File: src/rtl/channel_readout_sequencer.sv
// rtl/channel_readout_sequencer.sv - round-robin readout of digitizer channels onto one shared output path
module channel_readout_sequencer #(
  parameter int NCH     = 4,
  parameter int WIDTH   = 12,
  parameter int SIZE    = 12,
  parameter int TIMEOUT = 255
) (
  input  logic               clk,
  input  logic               reset,
  input  logic               start,
  input  logic [NCH-1:0]     enable_mask,
  input  logic [SIZE-1:0]    how_many,
  input  logic [NCH-1:0]     ch_ro_enable,
  input  logic [NCH-1:0]     ch_rodone_n,
  input  logic [NCH*WIDTH-1:0] ch_data,
  output logic [NCH-1:0]     read_request,
  output logic [WIDTH-1:0]   out_data,
  output logic [3:0]         out_channel,
  output logic               out_valid,
  output logic               out_last,
  output logic               busy,
  output logic               done,
  output logic [NCH-1:0]     err_timeout
);

  localparam int CW = $clog2(NCH + 1);
  localparam int TW = (TIMEOUT > 1) ? $clog2(TIMEOUT + 1) : 1;

  typedef enum logic [2:0] {IDLE, SELECT, REQ, STREAM, GAP, FINISH} state_t;

  state_t          state, next;
  logic [CW-1:0]   ch_idx;
  logic [SIZE-1:0] wcnt;
  logic [TW-1:0]   tcnt;
  logic [NCH-1:0]  mask_q;
  logic [SIZE-1:0] hm_q;

  logic             cur_en, cur_done_n, cur_mask, last_word, capture, at_end, tmo_hit;
  logic [WIDTH-1:0] cur_data;
  logic [NCH-1:0]   onehot;

  always_comb begin
    cur_en     = 1'b0;
    cur_done_n = 1'b1;
    cur_mask   = 1'b0;
    cur_data   = '0;
    onehot     = '0;
    for (int i = 0; i < NCH; i++) begin
      if (ch_idx == CW'(i)) begin
        cur_en     = ch_ro_enable[i];
        cur_done_n = ch_rodone_n[i];
        cur_mask   = mask_q[i];
        cur_data   = ch_data[i*WIDTH +: WIDTH];
        onehot[i]  = 1'b1;
      end
    end
  end

  // A word captured in REQ is also checked for last, so how_many==1 never enters STREAM
  always_comb begin
    next         = state;
    capture      = 1'b0;
    at_end       = (ch_idx == CW'(NCH));
    tmo_hit      = (tcnt == TW'(TIMEOUT - 1));
    last_word    = (wcnt == hm_q - SIZE'(1)) || !cur_done_n;
    read_request = '0;
    busy         = 1'b0;
    done         = 1'b0;
    case (state)
      IDLE:   if (start) next = SELECT;
      SELECT: begin
        busy = 1'b1;
        if (at_end) next = FINISH;
        else if (cur_mask && hm_q != '0) next = REQ;
      end
      REQ: begin
        busy         = 1'b1;
        read_request = onehot;
        if (cur_en) begin
          capture = 1'b1;
          next    = last_word ? GAP : STREAM;
        end else if (tmo_hit) begin
          next = GAP;
        end
      end
      STREAM: begin
        busy         = 1'b1;
        read_request = onehot;
        if (cur_en) begin
          capture = 1'b1;
          if (last_word) next = GAP;
        end else begin
          next = GAP;
        end
      end
      GAP: begin
        busy = 1'b1;
        if (!cur_en) next = SELECT;
      end
      FINISH: begin
        done = 1'b1;
        next = IDLE;
      end
      default: next = IDLE;
    endcase
  end

  always_ff @(posedge clk or posedge reset) begin
    if (reset) begin
      state       <= IDLE;
      ch_idx      <= '0;
      wcnt        <= '0;
      tcnt        <= '0;
      mask_q      <= '0;
      hm_q        <= '0;
      err_timeout <= '0;
      out_data    <= '0;
      out_channel <= '0;
      out_valid   <= 1'b0;
      out_last    <= 1'b0;
    end else begin
      state     <= next;
      out_valid <= capture;
      out_last  <= capture && last_word;
      if (capture) begin
        out_data    <= cur_data;
        out_channel <= 4'(ch_idx);
      end
      case (state)
        IDLE: if (start) begin
          mask_q      <= enable_mask;
          hm_q        <= how_many;
          err_timeout <= '0;
          ch_idx      <= '0;
        end
        SELECT: if (!at_end) begin
          if (!cur_mask || hm_q == '0) begin
            ch_idx <= ch_idx + CW'(1);
          end else begin
            wcnt <= '0;
            tcnt <= '0;
          end
        end
        REQ: begin
          if (cur_en) begin
            wcnt <= wcnt + SIZE'(1);
          end else begin
            tcnt <= tcnt + TW'(1);
            if (tmo_hit) err_timeout <= err_timeout | onehot;
          end
        end
        STREAM: if (cur_en) wcnt <= wcnt + SIZE'(1);
        GAP:    if (!cur_en) ch_idx <= ch_idx + CW'(1);
        default: ;
      endcase
    end
  end

endmodule

File: config.mk
export PLATFORM = sky130hd
export DESIGN_NAME = channel_readout_sequencer
export DESIGN_NICKNAME = d
export VERILOG_FILES = /design/src/rtl/channel_readout_sequencer.sv
export SDC_FILE = /design/constraint.sdc
export NUM_CORES = 1
export LEC_CHECK = 0
export CAP_MARGIN = 0
export CORE_UTILIZATION = 55
export CTS_CLUSTER_SIZE = 16
export DETAILED_ROUTE_END_ITERATION = 7
export DONT_BUFFER_PORTS = 1
export GPL_TIMING_DRIVEN = 0
export PLACE_DENSITY = 0.73
export SLEW_MARGIN = 10
export SYNTH_ARGS = -nofsm -noshare
export SYNTH_HDL_FRONTEND = slang
export SYNTH_SLANG_ARGS = --single-unit
File: constraint.sdc
create_clock -name clk -period 2.9 [get_ports clk]
set_clock_uncertainty 0.15 [all_clocks]
set_input_delay 0.29 -clock clk [delete_from_list [all_inputs] [get_ports clk]]
set_output_delay 0.29 -clock clk [all_outputs]
set_load 0.02 [all_outputs]
# Word level (Yosys, flattened, before mapping)
# Cells that the tools add are included.
dict set report totals {
  regBits 63
  inputBits 75
  output_inout_bits 28
  word_cells 112
}
dict set report op_classes {
  n_addsub 4
  n_eq_ne 22
  muxes 52
  n_bitwise 1
  n_reduce_logical 22
}
# cell n
set op_table {}
lappend op_table {{12-bit two-way mux} 7}
lappend op_table {{3-bit two-way mux} 13}
lappend op_table {{8-bit two-way mux} 3}
lappend op_table {{12-bit one-hot mux with 2 select lines} 1}
lappend op_table {{1-bit two-way mux} 20}
lappend op_table {{4-bit two-way mux} 4}
lappend op_table {{8-bit one-hot mux with 2 select lines} 1}
lappend op_table {{3-bit one-hot mux with 5 select lines} 1}
lappend op_table {{2-bit != test, second input constant} 7}
lappend op_table {{12-bit by 1-bit adder with 12-bit output, second input constant} 1}
lappend op_table {{12-bit equality test} 1}
lappend op_table {{3-bit by 2-bit equality test with 1-bit output, second input constant} 4}
lappend op_table {{12-bit logical NOT} 1}
lappend op_table {{4-bit AND reduction} 3}
lappend op_table {{12-bit nonzero test} 1}
lappend op_table {{12-bit by 1-bit subtractor with 12-bit output, second input constant} 1}
lappend op_table {{5-bit AND reduction} 2}
lappend op_table {{3-bit equality test, second input constant} 3}
lappend op_table {{3-bit != test, second input constant} 3}
lappend op_table {{3-bit one-hot mux with 3 select lines} 1}
lappend op_table {{8-bit by 1-bit adder with 8-bit output, second input constant} 1}
lappend op_table {{8-bit equality test, second input constant} 1}
lappend op_table {{4-bit one-hot mux with 2 select lines} 1}
lappend op_table {{3-bit by 1-bit equality test with 1-bit output, second input constant} 2}
lappend op_table {{other kinds (12)} 18}

# Longest topological paths before layout
dict set report depth {
  word_depth 10
  depth_mapped 11
  ltp_nobuf 9
}

# Worst setup path before layout
# OpenSTA, ideal clock, no wires.
dict set report synth_timing {
  path_kind {register to register}
  from {register ch_idx[2]}
  to {register wcnt[11]}
  setup_time_ps 142
  t_arrival_ps 2174
  required_time_ps 2608
  slack_ps 434
  stages_incl_launch_ff 12
  path_buffers 3
  synth_period_minus_slack_ps 2466
  cell_sequence {dfrtp_1 > buf_2 > inv_1 > ha_1 > clkbuf_1 > inv_1 > o22ai_1 > o31a_1 > buf_2 > nor4_1 > xnor2_1 > nor2_1}
}
dict set report synth_between {
  elab_chain_cells 9
  elab_cells_between_ends 19
  classes_between {eq/ne (7); mux (8); reduce/logical (4)}
}
# item line
set synth_rtl {}
lappend synth_rtl {{start, declared} 32} ;# logic [CW-1:0] ch_idx;
lappend synth_rtl {{start signal, assigned} 138} ;# ch_idx <= ch_idx + CW'(1);
lappend synth_rtl {{start signal, assigned} 153} ;# GAP: if (!cur_en) ch_idx <= ch_idx + CW'(1);
lappend synth_rtl {{3-bit logical NOT} 49} ;# if (ch_idx == CW'(i)) begin
lappend synth_rtl {{1-bit two-way mux (4 in a row)} 49}
lappend synth_rtl {{1-bit logical NOT} 137} ;# if (!cur_mask || hm_q == '0) begin
lappend synth_rtl {{1-bit logical OR} 137}
lappend synth_rtl {{2-bit != test (no source line)} --}
lappend synth_rtl {{4-bit AND reduction (no source line) *} --}
lappend synth_rtl {{end signal, assigned} 146} ;# wcnt <= wcnt + SIZE'(1);
lappend synth_rtl {{end signal, assigned} 152} ;# STREAM: if (cur_en) wcnt <= wcnt + SIZE'(1);
lappend synth_rtl {{end, declared} 33} ;# logic [SIZE-1:0] wcnt;
# Mark *: on every way between the ends. The rest lies on a longest branch, timed or not.
# A chain may end at the register's enable or synchronous reset.

# Worst setup path after layout
dict set report layout_timing {
  from {register ch_idx[0]}
  to {register ch_idx[2]}
}
dict set report layout_between {
  elab_chain_cells 9
  elab_cells_between_ends 24
  classes_between {add/sub (1); eq/ne (7); mux (12); reduce/logical (4)}
}
# item line
set layout_rtl {}
lappend layout_rtl {{3-bit logical NOT} 49}
lappend layout_rtl {{1-bit two-way mux (4 in a row)} 49}
lappend layout_rtl {{1-bit logical NOT} 137}
lappend layout_rtl {{1-bit logical OR} 137}
lappend layout_rtl {{2-bit != test (no source line)} --}
lappend layout_rtl {{5-bit AND reduction (no source line)} --}
# Parallel ways exist; a longest one is shown, timed or not. The select of a mux whose other input is x is not followed.

==> metrics.cfg <==
[global_routing]
grt_usage_pct=27.6
grt_pass1_wl_mm=15.4
grt_max_degree=64
grt_antenna_before_repair=0
globalRouteOverflowTotal=0
grt_pass1_vias=3227

[drt]
viasPerCell=6.12
wl_per_cell_um=17.5
vias=3261
drc_errors=8
first_pass_iters=7
antenna_left=0
wl_mm=9.35
drt-initial-drc-count=270

[synthesis]
ys_ff_latch=63
syn_nets=496
ys_seq_area_share_pct=41.8
synth_edf_count=0
synth_top_area_cell=dfrtp_1
avgSynthCellArea_um2=9.16
synth_warnings=0
synthDistinctLibCells=54
synthArstFlopShare_pct=100
synthCells=412
synth_area_leaders=dfrtp_1 42%, xnor2_1 5.8%, nor2_1 4.7%
synthFlopType=dfrtp_1
syn_area_mm2=0.00377
yosys.area.top_type_share_pct=41.8

[job]
maxCapViolations=0

[cts]
tritoncts.num_buffers=9
cts_root_buf=clkbuf_8
path_clk_slew_ns=0.07
cts_tree=done
h-tree-depth=3
cts.sink_count=63
ctsLongestPathBuffers=2
insertion_delay_ns=0.35

[outcome]
violations=DRC
status=complete, but fails checks

[floorplan]
pin_count=103
die_y_um=84.8
die-area_mm2=0.00720
start_util_pct=58.1
dieWidth_um=84.8
std_cell_rows=29
coreArea_mm2=0.00649

[final_layout]
nNetsFinal=535
final_layout_size_suffix_gt1_share_pct=14.9
fill_cells=494
post_layout_nonfiller_instances=533
utilization_pct=68.9
area_growth_pct=18.5
diodes=0

[timing]
worst_slew_pin_slew_ns=0.760
period_needed_ns=2.72
slew_viol_final=0
hold_violations=0
relSlewSlack_pct=49.4
rsz0062_at_grt=true
fin_crit_sh_pct=93.9
max_freq_mhz=367
setup_viol_count_final=0

[worst_setup_path]
worstPathArrival_ns=2.81
cp_max_fo=10
cp-start-kind=flop
cp-end-kind=flop
worstSetupPathType=flop to flop
required_ns=2.99

[power_and_ir_drop]
power_frac_seq_pct=34.7
p_sw_share_pct=44.0
vdd_drop_max_v=0.000640
p_per_area_mw_per_mm2=1060
power_frac_comb_pct=46.8
p_leak_nw=1.85
switchingPower_w=0.00208
p_int_w=0.00265
clock_power_share_pct=18.5

[hold_path]
hold_path_class=primary input to flop

[placed_design]
portBuffers=0
placed_cells=489
gp_congestion=0.961
post-dp-hpwl_mm=6.46

worst max-delay path, cell delays in order, from the launching register on:
cell	delay, ns
dfrtp_1	0.42
inv_1	0.11
ha_2	0.25
nor3b_4	0.30
and3b_1	0.20
o31a_1	0.14
clkbuf_4	0.22
a21oi_1	0.10
a22o_1	0.20
nand2_1	0.15
mux2_2	0.35
sequential cells by signal, summed over array words and instances (netlist names):
signal,count
hm_q,12
out_data,12
wcnt,12
tcnt,8
err_timeout,4
mask_q,4
ch_idx,3
out_channel,3
state,3
out_last,1
out_valid,1
logic make-up after synthesis:
| logic type | Yosys count | share of synthesized area (%) |
|---|---|---|
| buffers and inverters | 38 | 4.24 |
| AO/OA/AOI/OAI | 88 | 14.9 |
| AND/OR/NAND/NOR | 163 | 23.3 |
| adder cells (fa/ha/maj) | 9 | 2.98 |
| other | 1 | 0.0993 |
| XOR/XNOR | 33 | 7.66 |
| flip-flops | 63 | 41.8 |
| multiplexers | 17 | 5.00 |
power groups by stage:
stage | combinational, W | sequential, W | clock (W)
after floorplan | 0.00167 | 0.00155 | 0
after global placement | 0.00199 | 0.00162 | 0
after detailed placement | 0.00204 | 0.00164 | 0
after CTS | 0.00208 | 0.00162 | 0.000892
after global routing | 0.00247 | 0.00168 | 0.000927
final | 0.00221 | 0.00164 | 0.000876
synthesized netlist by cell type, types with 2 or more instances:
| master | instances |
|---|---|
| dfrtp_1 | 63 |
| nor2_1 | 47 |
| nand2_1 | 39 |
| o21ai_0 | 28 |
| a21oi_1 | 26 |
| xnor2_1 | 25 |
| nor3_1 | 20 |
| inv_1 | 15 |
| mux2_2 | 15 |
| clkbuf_1 | 14 |
| a221oi_1 | 12 |
| ha_1 | 9 |
| nand3_1 | 9 |
| nor4_1 | 8 |
| xor2_1 | 8 |
| nand2b_1 | 6 |
| buf_2 | 5 |
| nand3b_1 | 5 |
| nor4b_2 | 5 |
| a31oi_1 | 4 |
| nor4_2 | 4 |
| a21o_1 | 3 |
| nor2b_1 | 3 |
| a22oi_1 | 2 |
| a311oi_1 | 2 |
| and4_1 | 2 |
| mux2i_1 | 2 |
| nand4_1 | 2 |
| o22ai_1 | 2 |
| o31a_1 | 2 |
| or3_1 | 2 |
repair_timing:
action / in CTS / in global routing
setup endpoints to repair: 0 / 18
setup buffers: 0 / 2
hold buffers: 26 / 0
resized for setup: 0 / 20
hold endpoints to repair: 88 / 0
worst paths after layout:
kind                       depth (start not counted)     endpoint         from  slack, ns
min in group asynchronous                          2      hm_q[2]        reset       0.41
max reg2reg                                       10    ch_idx[2]    ch_idx[0]       0.18
min                                                2  out_data[8]  ch_data[44]       0.01
max in group asynchronous                          2     out_last        reset       1.68
max                                               10    ch_idx[2]    ch_idx[0]       0.18
min reg2reg                                        1     wcnt[10]     wcnt[10]       0.38
cell usage in the layout, fill, tap and decap left out, types with 2 or more instances in the layout:
cell type	synthesis	layout
ha_1	9	8
clkbuf_8	0	11
nor3_1	20	20
buf_4	1	3
buf_2	5	4
a21o_1	3	3
a31oi_1	4	4
or3_1	2	2
nand3_1	9	9
nor2_1	47	47
nand2_1	39	39
clkbuf_1	14	15
nand4_1	2	2
nor3b_4	1	2
a22oi_1	2	2
nor2b_1	3	3
o21ai_0	28	28
inv_1	15	14
clkbuf_4	0	2
bufinv_16	0	2
a221oi_1	12	12
dfrtp_1	63	63
nand3b_1	5	5
nand2b_1	6	6
and4_1	2	2
xor2_1	8	8
nor4b_2	5	5
mux2i_1	2	2
nor4_4	0	2
a21oi_1	26	26
mux2_2	15	15
xnor2_1	25	25
dlygate4sd3_1	0	26
o31a_1	2	2
nor4_2	4	10
per-layer routing:
metal	part of all wire (%)	global-route usage, %
met2	48	42.7
met5	0	0
met4	2.4	14.6
met1	44	37.4
met3	5.5	4.77
layout make-up:
| type | count | area (µm²) | share of cell area (%) |
|---|---|---|---|
| Buffer | 22 | 106 | 2.38 |
| Tap cell | 77 | 96.3 | 2.15 |
| Clock inverter | 3 | 65.1 | 1.45 |
| Multi-Input combinational cell | 311 | 2130 | 47.7 |
| Inverter | 16 | 62.6 | 1.40 |
| Sequential cell | 63 | 1580 | 35.2 |
| Timing Repair Buffer | 28 | 275 | 6.15 |
| Clock buffer | 13 | 159 | 3.55 |
through the flow:
stage	setup slack, ns	TNS (ns)	hold WS, ns	area [µm²]	power, W
final	0.176	0	0.0122	4470	0.00473
after global routing	-0.0201	-0.0458	0.0354	4470	0.00508
after CTS	0.0378	0	0.00215	4360	0.00460
after detailed placement	0.0631	0	0.213	3870	0.00368
after global placement	0.0849	0	0.261	3870	0.00361
after floorplan	0.434	0	0.257	3770	0.00322
(Power assumes the default switching activity.)
